--- config.mk ---
export PLATFORM = sky130hd
export DESIGN_NAME = ef9345_bus_master
export DESIGN_NICKNAME = d
export VERILOG_FILES = /design/src/rtl/ef9345_pkg.sv /design/src/rtl/ef9345_phase_timer.sv /design/src/rtl/ef9345_bus_master.sv
export SDC_FILE = /design/constraint.sdc
export NUM_CORES = 1
export LEC_CHECK = 0
export ABC_AREA = 1
export ABC_CLOCK_PERIOD_IN_PS = 2300
export BUFFER_PORTS_ARGS = -buffer_cell sky130_fd_sc_hd__buf_4
export CORE_MARGIN = 5
export CORE_UTILIZATION = 40
export DETAILED_ROUTE_END_ITERATION = 7
export PLACE_DENSITY_LB_ADDON = 0.15
export SYNTH_ARGS = -nofsm -noshare
export SYNTH_HDL_FRONTEND = slang
export SYNTH_SLANG_ARGS = --single-unit
--- constraint.sdc ---
create_clock -name clk_in -period 2.3 [get_ports clk_in]
set_input_delay 0.46 -clock clk_in [delete_from_list [all_inputs] [get_ports clk_in]]
set_output_delay 0.46 -clock clk_in [all_outputs]
set_load 0.02 [all_outputs]
--- src/rtl/ef9345_pkg.sv ---
// ef9345_pkg: shared FSM states, port constants and timer width for the ef9345 bus master
package ef9345_pkg;
  localparam int TMR_W = 4;
  localparam logic [7:0] EF_PORT_ADDR = 8'h8F;
  localparam logic [7:0] EF_PORT_DATA = 8'hCF;
  typedef enum logic [2:0] {IDLE, A_SETUP, A_STROBE, A_HOLD, D_SETUP, D_STROBE, D_HOLD, DONE} state_t;
endpackage

--- src/rtl/ef9345_phase_timer.sv ---
// ef9345_phase_timer: loadable down-counter with zero flag timing each bus phase
module ef9345_phase_timer
  import ef9345_pkg::*;
(
  input  logic             clk_in,
  input  logic             rst_,
  input  logic             load,
  input  logic [TMR_W-1:0] load_val,
  output logic             zero
);
  logic [TMR_W-1:0] cnt;
  always_ff @(posedge clk_in or negedge rst_)
    if (!rst_) cnt <= '0;
    else if (load) cnt <= load_val;
    else if (cnt != '0) cnt <= cnt - 1'b1;
  assign zero = cnt == '0;
endmodule

--- src/rtl/ef9345_bus_master.sv ---
// ef9345_bus_master: CPU single-beat I/O to ef9345 multiplexed bus (AS/DS/RW/CS_)
// Define EF9345_INTEL_MODE_EN for Intel-mode strobes (ds idles high, rw/ds pulse low).
module ef9345_bus_master
  import ef9345_pkg::*;
#(
  parameter int SETUP_CYC  = 2,
  parameter int STROBE_CYC = 3,
  parameter int HOLD_CYC   = 2
) (
  input  logic       clk_in,
  input  logic       rst_,
  input  logic       cpu_req,
  input  logic       cpu_is_addr,
  input  logic       cpu_we,
  input  logic [7:0] cpu_wdata,
  output logic [7:0] cpu_rdata,
  output logic       cpu_ack,
  output logic       busy,
  output logic [7:0] bus_dout,
  output logic       bus_oe,
  input  logic [7:0] bus_din,
  output logic       as,
  output logic       ds,
  output logic       rw,
  output logic       cs_
);
  state_t state, next;
  logic             we_q, zero, load, a_phase, d_phase;
  logic [7:0]       data_q;
  logic [TMR_W-1:0] load_val;
  ef9345_phase_timer u_tmr (.clk_in(clk_in), .rst_(rst_), .load(load), .load_val(load_val), .zero(zero));
  always_ff @(posedge clk_in or negedge rst_)
    if (!rst_) state <= IDLE;
    else state <= next;
  always_ff @(posedge clk_in or negedge rst_)
    if (!rst_) begin
      we_q   <= 1'b0;
      data_q <= '0;
    end else if (state == IDLE && cpu_req) begin
      we_q   <= cpu_we;
      data_q <= cpu_wdata;
    end
  // read data is taken on the last hold cycle, while ef9345 is still driving
  always_ff @(posedge clk_in or negedge rst_)
    if (!rst_) cpu_rdata <= '0;
    else if (state == D_HOLD && zero && !we_q) cpu_rdata <= bus_din;
  always_comb begin
    next = state;
    case (state)
      IDLE:     next = cpu_req ? (cpu_is_addr ? A_SETUP : D_SETUP) : IDLE;
      A_SETUP:  next = zero ? A_STROBE : A_SETUP;
      A_STROBE: next = zero ? A_HOLD : A_STROBE;
      A_HOLD:   next = zero ? DONE : A_HOLD;
      D_SETUP:  next = zero ? D_STROBE : D_SETUP;
      D_STROBE: next = zero ? D_HOLD : D_STROBE;
      D_HOLD:   next = zero ? DONE : D_HOLD;
      default:  next = IDLE;
    endcase
  end
  always_comb begin
    load     = next != state;
    load_val = (next == A_SETUP  || next == D_SETUP)  ? TMR_W'(SETUP_CYC - 1) :
               (next == A_STROBE || next == D_STROBE) ? TMR_W'(STROBE_CYC - 1) :
               (next == A_HOLD   || next == D_HOLD)   ? TMR_W'(HOLD_CYC - 1) : '0;
  end
  always_comb begin
    a_phase  = state == A_SETUP || state == A_STROBE || state == A_HOLD;
    d_phase  = state == D_SETUP || state == D_STROBE || state == D_HOLD;
    cs_      = !(a_phase || d_phase);
    bus_oe   = a_phase || (d_phase && we_q);
    bus_dout = bus_oe ? data_q : '0;
    as       = state == A_STROBE;
    cpu_ack  = state == DONE;
    busy     = state != IDLE;
`ifdef EF9345_INTEL_MODE_EN
    ds       = !(state == D_STROBE && !we_q);
    rw       = !(state == D_STROBE && we_q);
`else
    ds       = state == D_STROBE;
    rw       = !(d_phase && we_q);
`endif
  end
endmodule

# == Word-level counts from Yosys, hierarchy flattened ==
# Index checks and enable logic that the tools add are counted.
# word_totals
ff_bits,24
in_bits,21
out_inout_bits,23
word_cells,56
# classes
add_sub_neg,1
n_eq_ne,14
n_mux,15
reduce_logical,21
# ops
op,n
$eq A3 B3 Y1 const B,7
$pmux W3 S7,1
$eq A3 B2 Y1 const B,4
$logic_or A1 B1 Y1,9
$mux W3,3
$mux W2,4
$mux W4,2
$mux W8,1
$eq A3 B1 Y1 const B,2
$logic_and A1 B1 Y1,4
$logic_not A4 Y1,1
$mux W1,4
$reduce_bool A4 Y1,1
$sub A4 B1 Y4 const B,1
$logic_not A1 Y1,3
$logic_not A3 Y1,1
$ne A3 B3 Y1,1
$reduce_bool A3 Y1,1
$reduce_bool A2 Y1,1

# == Logic depth before layout (Yosys ltp) ==
# Gate-level depths: netlist of run 1.
# depth
word_depth,9
mapped_depth,11
depth_no_buf,11

# == Hierarchy ==
# Synthesis of run 1 repeated with hierarchy kept, for this count alone.
# hier_totals
cells_unflattened,163
area_unflattened_um2,1278.7
# modules_own_cells
mod,n_inst,cells_each,area_each_um2
ef9345_bus_master,1,129,1036.0
ef9345_phase_timer,1,34,242.7

# == Worst setup path after synthesis of run 1 ==
# No wires, ideal clock.
# synth_timing
kind,flip-flop to output port
from,register state[1]
to,output bus_dout[0]
t_arrival_ns,1.424
required_time_ns,1.840
path_slack_ns,0.416
stages_incl_launch_ff,6
path_buffers,0
cell_sequence,dfrtp_1 -> nand2_2 -> nand3_1 -> nand2_1 -> inv_1 -> nor2_1
# synth_between
elab_chain_len,6
# synth_lines
item,line_no,text
"start, declared",ef9345_bus_master.sv:27,"state_t state, next;"
"start signal, assigned",ef9345_bus_master.sv:34,else state <= next;
$eq A3 B3 Y1,ef9345_bus_master.sv:68,d_phase = state == D_SETUP || state == D_STROBE || state == D_HOLD;
$logic_or A1 B1 Y1 (2 in series),ef9345_bus_master.sv:68,
$logic_and A1 B1 Y1,ef9345_bus_master.sv:70,bus_oe = a_phase || (d_phase && we_q);
$logic_or A1 B1 Y1 (*),ef9345_bus_master.sv:70,
via bus_oe,ef9345_bus_master.sv:20,"output logic bus_oe,"
$mux W8 (*),ef9345_bus_master.sv:71,bus_dout = bus_oe ? data_q : '0;
"end, declared",ef9345_bus_master.sv:19,"output logic [7:0] bus_dout,"
# Mark *: on every way through the listed nets, which the timed path passes. The rest lies on a longest branch.

# == Worst setup path in the final report of run 1 ==
# layout_timing
from,register state[2]
to,output bus_dout[2]
# layout_between
elab_chain_len,6
# layout_lines
item,line_no
$eq A3 B3 Y1,ef9345_bus_master.sv:68
$logic_or A1 B1 Y1 (2 in series),ef9345_bus_master.sv:68
$logic_and A1 B1 Y1,ef9345_bus_master.sv:70
$logic_or A1 B1 Y1 (*),ef9345_bus_master.sv:70
$mux W8 (*),ef9345_bus_master.sv:71
# Mark *: on every way between the ends. The rest lies on a longest branch, timed or not.

==> metrics, run 1 <==
max_cap viols 0; HPWL after DPL 2.15 mm; slew margin rel. 72.2%; CTS Buf Count 3; final setup violation count 0; Area growth syn-to-layout 34.4%; post-CTS sizing 0; Final Cell Area 1640 um^2; dpl cells 217; post-layout min period 2.00 ns; Pins Over Slew Limit 0; Unique masters post-synth 20; CP Data Required Time 1.84 ns; worst hold path type in -> async; gpl congestion 0.882; Core Area 2980 um^2; Initial Util 41.0%; Final nets 212; Fin Clk Skew 0.00498 ns; DRT Wirelength 2.70 mm; largest fanout on the critical path 8; num rows 20; TritonRoute pass-1 iters 4; Leakage Power 0.856 nW; number of global-route vias before repair 1074; CP startpoint kind flop; crit-path max cell delay 0.48 ns; syn avg cell area 8.65 um^2; Layout Cells excl Fill 221; Yosys warnings 0; Reg-to-Reg Start u_tmr.cnt[1]$_DFFE_PN0P_; hold buffer count at CTS 0; GR Overflow Total 0; share of synthesized registers carrying an async set or reset 100%; CTS tree yes; initial antenna violation count 0; FMAX 500 MHz; worst vdd ir 0.000726 V; diodes inserted 0; DRC violations left 0; unrepaired setup endpoints after global routing no; Die Span X 65.2 um; initial DRC count 73; clk_lat worst skew 0.31 ns; post-synth top area share 49.2%; final hold vios 0; largest net degree at the start of global routing 25; Synth Register Bits 24; Max clock buf depth 2; Top FF cell, synth dfrtp_1; post-route setup slack 0.301 ns; Slew @ Worst Pin 0.416 ns; critical path's top delay family flip-flops; reg2reg setup slack 0.57 ns; routed via count 1086; first-pass GRT wire length 4.51 mm; setup_tns 0 ns; CTS H-Tree Depth 1; DR vias/cell 4.91; fin crit share 86.9%; worst slack, placed 0.591 ns; PortBufs 43; Reg clk slew, reported paths 0.13 ns; placed cell areas 1590 um^2; total chip power 0.00262 W; Critical path buffers and inverters 3; Worst path slowest cell dfrtp_1; Worst Reg-to-Reg Cells 5; CTS root buffer clkbuf_4; ranking of synthesized cells by area dfrtp_1, nand2_1, mux2_2; CP Capture Type primary output; # IOs 44; Routed Antenna Nets 0; outcome complete, no violations; total track usage 13.5%; die height 65.2 um; Yosys top cell by area dfrtp_1; post-CTS setup buffer count 0; PwrDens 1600 nW/um^2; FF-to-FF End cpu_rdata[6]$_DFFE_PN0P_; Net Count, Synth 164; # clock sinks 24; Post-Synthesis Cells 141; routed len/inst 12.2 um; Critical Path AT 1.54 ns; Post-Syn Area 1220 um^2; sequential-to-total area share from yosys stat 49.2%; crit path cell chain inv_2 > o21ai_0 > nand2_1 > inv_1 > nor2_1 > buf_4; layout cells sized above 1 34.0%; number of flops mapped to enable cells by yosys 0; CP Class reg -> out; area of the die 4250 um^2
[how the worst max path moves through the flow]
stage                                        start                        to  slack (ns)  cells past startpoint
after global placement    u_tmr.cnt[1]$_DFFE_PN0P_  cpu_rdata[6]$_DFFE_PN0P_        0.63                      5
after detailed placement  u_tmr.cnt[0]$_DFFE_PN0P_  cpu_rdata[6]$_DFFE_PN0P_        0.59                      5
after floorplan                 state[1]$_DFF_PN0_               bus_dout[0]        0.42                      5
after CTS                       state[2]$_DFF_PN0_               bus_dout[2]        0.30                      6
final                           state[2]$_DFF_PN0_               bus_dout[2]        0.30                      6
after global routing            state[1]$_DFF_PN0_               bus_dout[2]        0.18                      6
[cell usage in the layout (no fill, tap or decap), drive strengths merged]
master  Yosys  routed
xor2        2       2
nand3      11      11
a21oi       2       2
mux2        9       9
ha          2       2
o21ai      11      11
xnor2       1       1
bufinv      0       1
inv        19      19
buf         1      44
nand2      32      32
nor3        4       4
nand3b      2       2
clkbuf      0       3
dfrtp      24      24
nor2       21      21
[final cells by class]
type | instances | area, um^2
Multi-Input combinational cell | 97 | 543
Timing Repair Buffer | 44 | 330
Tap cell | 33 | 41.3
Sequential cell | 24 | 601
Clock buffer | 3 | 22.5
Clock inverter | 1 | 30.0
Inverter | 19 | 71.3
Fill cell | 266 | 1340
[flip-flops by register name (all words and copies together) (netlist names)]
signal	count
we_q	1
data_q	8
state	3
cpu_rdata	8
u_tmr.cnt	4
[through the flow]
step	utilization [%]	hold WS [ns]
2_1_floorplan	-	0.164
3_3_place_gp	53.3	0.370
3_5_place_dp	53.3	0.373
4_1_cts	55.0	0.0114
5_1_grt	55.0	0.0216
6_report	55.0	0.0196
[synth_stat cells, types with 2 or more instances]
| cell | number |
|---|---|
| a21oi_1 | 2 |
| dfrtp_1 | 24 |
| ha_1 | 2 |
| inv_1 | 18 |
| mux2_2 | 9 |
| nand2_1 | 31 |
| nand3_1 | 10 |
| nor2_1 | 19 |
| nor2_2 | 2 |
| nor3_1 | 3 |
| o21ai_0 | 11 |
| xor2_1 | 2 |
[power by group]
part | switching, W | internal [W]
clock | 0.000123 | 0.000176
sequential | 0.000138 | 0.000628
combinational | 0.000926 | 0.000630
[routing by layer]
layer	up-vias	GRT usage (%)	routed length [um]
met5	-	0	0
met4	0	4.66	20
met3	2	4.79	143
met2	28	23.6	1380
met1	513	15.1	1150
li1	543	-	-
[cell families after synthesis]
group	count (synthesis)	share of synthesized area [%]
xor+xnor	3	2.15
compound gates	13	5.33
flops	24	49.2
fa+ha+maj	2	2.05
buf+inv	20	6.26
simple gates	70	26.7
mux	9	8.31
Power figures use the tool's default switching activity.
==> inputs of run 2 (changes only) <==
--- a/config.mk
+++ b/config.mk
@@ -8,6 +8,7 @@
 export ABC_AREA = 1
 export ABC_CLOCK_PERIOD_IN_PS = 2300
 export BUFFER_PORTS_ARGS = -buffer_cell sky130_fd_sc_hd__buf_4
+export CORE_ASPECT_RATIO = 1.1
 export CORE_MARGIN = 5
 export CORE_UTILIZATION = 40
 export DETAILED_ROUTE_END_ITERATION = 7
==> run 2 against run 1 <==
Global-route usage decreased by 0.079 points. Setup slack better by 0.049 ns. Sequential power about the same. Highest routed layer unchanged.
==> metrics, run 2 (synthesis gave the netlist of run 1 again) <==
worst slack, placed 0.562 ns; Max clock buf depth 2; total track usage 13.4%; routed via count 1073; max_cap viols 0; CTS tree yes; CP Data Required Time 1.84 ns; Worst path slowest cell dfrtp_1; number of global-route vias before repair 1182; Reg clk slew, reported paths 0.12 ns; diodes inserted 0; final setup violation count 0; die height 67.9 um; initial antenna violation count 0; unrepaired setup endpoints after global routing no; routed len/inst 11.8 um; post-layout min period 1.95 ns; CP Class reg -> out; Area growth syn-to-layout 32.0%; Initial Util 40.7%; crit path cell chain inv_2 > o21ai_0 > nand2_1 > inv_1 > nor2_1 > buf_4; Routed Antenna Nets 0; most frequent cells in the layout buf_4, nand2_1, dfrtp_1; CTS Buf Count 3; post-CTS setup buffer count 0; PwrDens 1540 nW/um^2; first-pass GRT wire length 4.72 mm; Reg-to-Reg Start u_tmr.cnt[0]$_DFFE_PN0P_; final hold vios 0; CP Capture Type primary output; TritonRoute pass-1 iters 4; DRT Wirelength 2.61 mm; FMAX 513 MHz; Fin Clk Skew 0.00276 ns; CTS H-Tree Depth 1; outcome complete, no violations; largest fanout on the critical path 8; gpl congestion 0.889; total chip power 0.00248 W; Worst Reg-to-Reg Cells 10; initial DRC count 26; crit-path max cell delay 0.47 ns; CP startpoint kind flop; critical path's top delay family flip-flops; CTS root buffer clkbuf_4; area of the die 4260 um^2; post-CTS sizing 0; # clock sinks 24; post-route setup slack 0.350 ns; Core Area 3000 um^2; setup_tns 0 ns; DR vias/cell 4.86; fin crit share 84.8%; Critical Path AT 1.49 ns; clk_lat worst skew 0.30 ns; hold buffer count at CTS 0; Die Span X 62.7 um; placed cell areas 1590 um^2; HPWL after DPL 2.14 mm; largest net degree at the start of global routing 25; reg2reg setup slack 0.56 ns; Pins Over Slew Limit 0; DRC violations left 0; Final nets 212; layout cells sized above 1 33.7%; Slew @ Worst Pin 0.390 ns; Leakage Power 0.842 nW; commonest non-fill, non-tap cell in the layout buf_4; PortBufs 43; Final Cell Area 1610 um^2; # IOs 44; Critical Path Start state[2]$_DFF_PN0_; worst vdd ir 0.000877 V; WHS 0.0248 ns; GR Overflow Total 0; slew margin rel. 73.9%; num rows 21; Critical path buffers and inverters 3; worst hold path type in -> async; FF-to-FF End u_tmr.cnt[1]$_DFFE_PN0P_; biggest regs cpu_rdata: 8 flops, data_q: 8 flops, u_tmr.cnt: 4 flops
## run 2: layout make-up
| cell class | instances | area (um^2) |
|---|---|---|
| inverters | 19 | 71.3 |
| multi-input cells | 97 | 543 |
| repair buffers | 44 | 330 |
| flip-flops and latches | 24 | 601 |
| fillers | 302 | 1390 |
| clock buffers | 3 | 22.5 |
| well taps | 34 | 42.5 |
## run 2: worst max-delay path by stage
stage                                     to  slack, ns  depth (start not counted)
floorplan                        bus_dout[0]       0.42                          5
global placement    u_tmr.cnt[1]$_DFFE_PN0P_       0.64                         10
detailed placement  u_tmr.cnt[1]$_DFFE_PN0P_       0.56                         10
CTS                              bus_dout[7]       0.32                          6
global route                     bus_dout[1]       0.11                          6
finish                           bus_dout[1]       0.35                          6
## run 2: through the flow
step	cells	utilization, %
final	221	53.8
after global placement	218	53.0
after global routing	221	53.8
after floorplan	141	-
after CTS	221	53.8
after detailed placement	218	53.0
## run 2: report_power, final
group / switching [W] / internal [W]
clock network: 0.000115 / 0.0000610
registers: 0.000137 / 0.000628
logic: 0.000910 / 0.000629
total: 0.00116 / 0.00132
## run 2: layer usage
layer | share of wire (%) | up-vias | GRT usage [%]
met5 | 0 | - | 0
met2 | 52 | 33 | 24.6
met1 | 41 | 497 | 15.3
met3 | 5.1 | 6 | 2.30
met4 | 1.6 | 0 | 6.37
li1 | - | 537 | -
==> inputs of run 3 (changes only) <==
--- a/config.mk
+++ b/config.mk
@@ -6,7 +6,7 @@
 export NUM_CORES = 1
 export LEC_CHECK = 0
 export ABC_AREA = 1
-export ABC_CLOCK_PERIOD_IN_PS = 2300
+export ABC_CLOCK_PERIOD_IN_PS = 2000
 export BUFFER_PORTS_ARGS = -buffer_cell sky130_fd_sc_hd__buf_4
 export CORE_ASPECT_RATIO = 1.1
 export CORE_MARGIN = 5
==> constraint.sdc (replaced) <==
create_clock -name clk_in -period 2 [get_ports clk_in]
set_input_delay 0.4 -clock clk_in [delete_from_list [all_inputs] [get_ports clk_in]]
set_output_delay 0.4 -clock clk_in [all_outputs]
set_load 0.02 [all_outputs]
==> run 3 against run 2 <==
Sequential power is 16% higher. Critical path depth stayed put. Clock skew is 0.0021 ns lower. Setup slack worse by 0.19 ns. Largest cell class unchanged. Largest power group unchanged.
==> metrics, run 3 (synthesis gave the netlist of run 1 again) <==
outcome complete, no violations; area of the die 4260 um^2; first-pass GRT wire length 4.65 mm; crit-path max cell delay 0.47 ns; post-route setup slack 0.157 ns; TritonRoute pass-1 iters 4; Pins Over Slew Limit 0; fin crit share 92.1%; Fin Clk Skew 0.000677 ns; CP startpoint kind flop; crit path cell chain inv_2 > o21ai_0 > nand2_1 > inv_2 > nor2_1 > buf_4; largest fanout on the critical path 8; HPWL after DPL 2.17 mm; final hold vios 0; routed len/inst 11.8 um; CP Class reg -> out; Top Usage Layer GRT met2; Max clock buf depth 2; diodes inserted 0; unrepaired setup endpoints after global routing no; Leakage Power 0.857 nW; Initial Util 40.7%; initial DRC count 58; initial antenna violation count 0; CTS H-Tree Depth 1; DRT Wirelength 2.64 mm; # IOs 44; Final nets 213; worst slack, placed 0.275 ns; layout cells sized above 1 35.4%; worst hold path type in -> reg; M3 GR Usage 2.63%; CTS Buf Count 3; Reg clk slew, reported paths 0.12 ns; gpl congestion 0.863; number of global-route vias before repair 1117; post-layout util 55.2%; # clock sinks 24; commonest non-fill, non-tap cell in the layout buf_4; Area growth syn-to-layout 35.5%; total track usage 13.4%; setup_tns 0 ns; Die Span X 62.7 um; CTS root buffer clkbuf_4; worst vdd ir 0.00110 V; routed via count 1068; CTS tree yes; Worst path slowest cell dfrtp_1; Core Area 3000 um^2; CP Capture Type primary output; PortBufs 43; max_cap viols 0; biggest regs cpu_rdata: 8 flops, data_q: 8 flops, u_tmr.cnt: 4 flops; DRC violations left 0; post-layout min period 1.84 ns; FMAX 543 MHz; most frequent cells in the layout buf_4, nand2_1, dfrtp_1; clk_lat worst skew 0.30 ns; Crit path top cell by count inv_2; GR Overflow Total 0; Routed Antenna Nets 0; slew margin rel. 74.3%; Slew @ Worst Pin 0.385 ns; CP Data Required Time 1.60 ns; PwrDens 1820 nW/um^2; fillers 284; met2 Use GR 24.6%; die height 67.9 um; num rows 21; final setup violation count 0; met1 Track Usage GR 15.5%; Critical Path AT 1.44 ns; WHS 0.294 ns; largest net degree at the start of global routing 25; DR vias/cell 4.79
==> run 3: path summary, 6_finish.rpt <==
check	start	cells after the start	slack [ns]	to
max	state[2]$_DFF_PN0_	6	0.16	bus_dout[0]
min	cpu_wdata[0]	3	0.29	data_q[0]$_DFFE_PN0P_
max reg2reg	u_tmr.cnt[0]$_DFFE_PN0P_	10	0.28	u_tmr.cnt[1]$_DFFE_PN0P_
min reg2reg	cpu_rdata[2]$_DFFE_PN0P_	1	0.53	cpu_rdata[2]$_DFFE_PN0P_
max in group asynchronous	rst_	2	1.22	state[1]$_DFF_PN0_
min in group asynchronous	rst_	2	0.53	cpu_rdata[4]$_DFFE_PN0P_
==> run 3: layout make-up <==
| type | count | area, um^2 | share of cell area [%] |
|---|---|---|---|
| clock buffer | 3 | 22.5 | 1.36 |
| multi-input combinational | 97 | 543 | 32.9 |
| tap | 34 | 42.5 | 2.57 |
| clock inverter | 1 | 30.0 | 1.82 |
| inverter | 19 | 71.3 | 4.31 |
| sequential | 24 | 603 | 36.5 |
| timing repair buffer | 45 | 340 | 20.6 |
==> run 3: critical path: cells and delay by family, from the launching register on <==
kind / cells / cell delay, ns
compound gates: 1 / 0.10
buf+inv: 3 / 0.36
flops: 1 / 0.47
simple gates: 2 / 0.21
==> run 3: metal layers <==
metal	up-vias	routed length (um)
met5	-	0
met4	0	31
met3	4	119
met2	29	1370
met1	490	1120
li1	545	-
==> run 3: where the power goes <==
part	internal, W	leakage (nW)	total (W)	switching [W]
Clock	0.000202	0.0279	0.000341	0.000138
Sequential	0.000727	0.293	0.000885	0.000158
Combinational	0.000726	0.537	0.00178	0.00105
Total	0.00166	0.857	0.00300	0.00135
==> run 3: what timing repair did <==
action / in CTS / in global routing
endpoints found under the setup margin: 0 / 8
gates resized for setup: 0 / 3
buffers inserted: 0 / 0
hold buffers: 1 / 0
hold endpoints to repair: 24 / 0
==> run 3: metrics by stage <==
| step | total power [W] | cell area, um^2 | instances |
|---|---|---|---|
| 4_1_cts | 0.00304 | 1650 | 223 |
| 6_report | 0.00300 | 1650 | 223 |
| 3_5_place_dp | 0.00268 | 1590 | 218 |
| 3_3_place_gp | 0.00264 | 1590 | 218 |
| 5_1_grt | 0.00328 | 1650 | 223 |
| 2_1_floorplan | 0.00205 | 1220 | 141 |
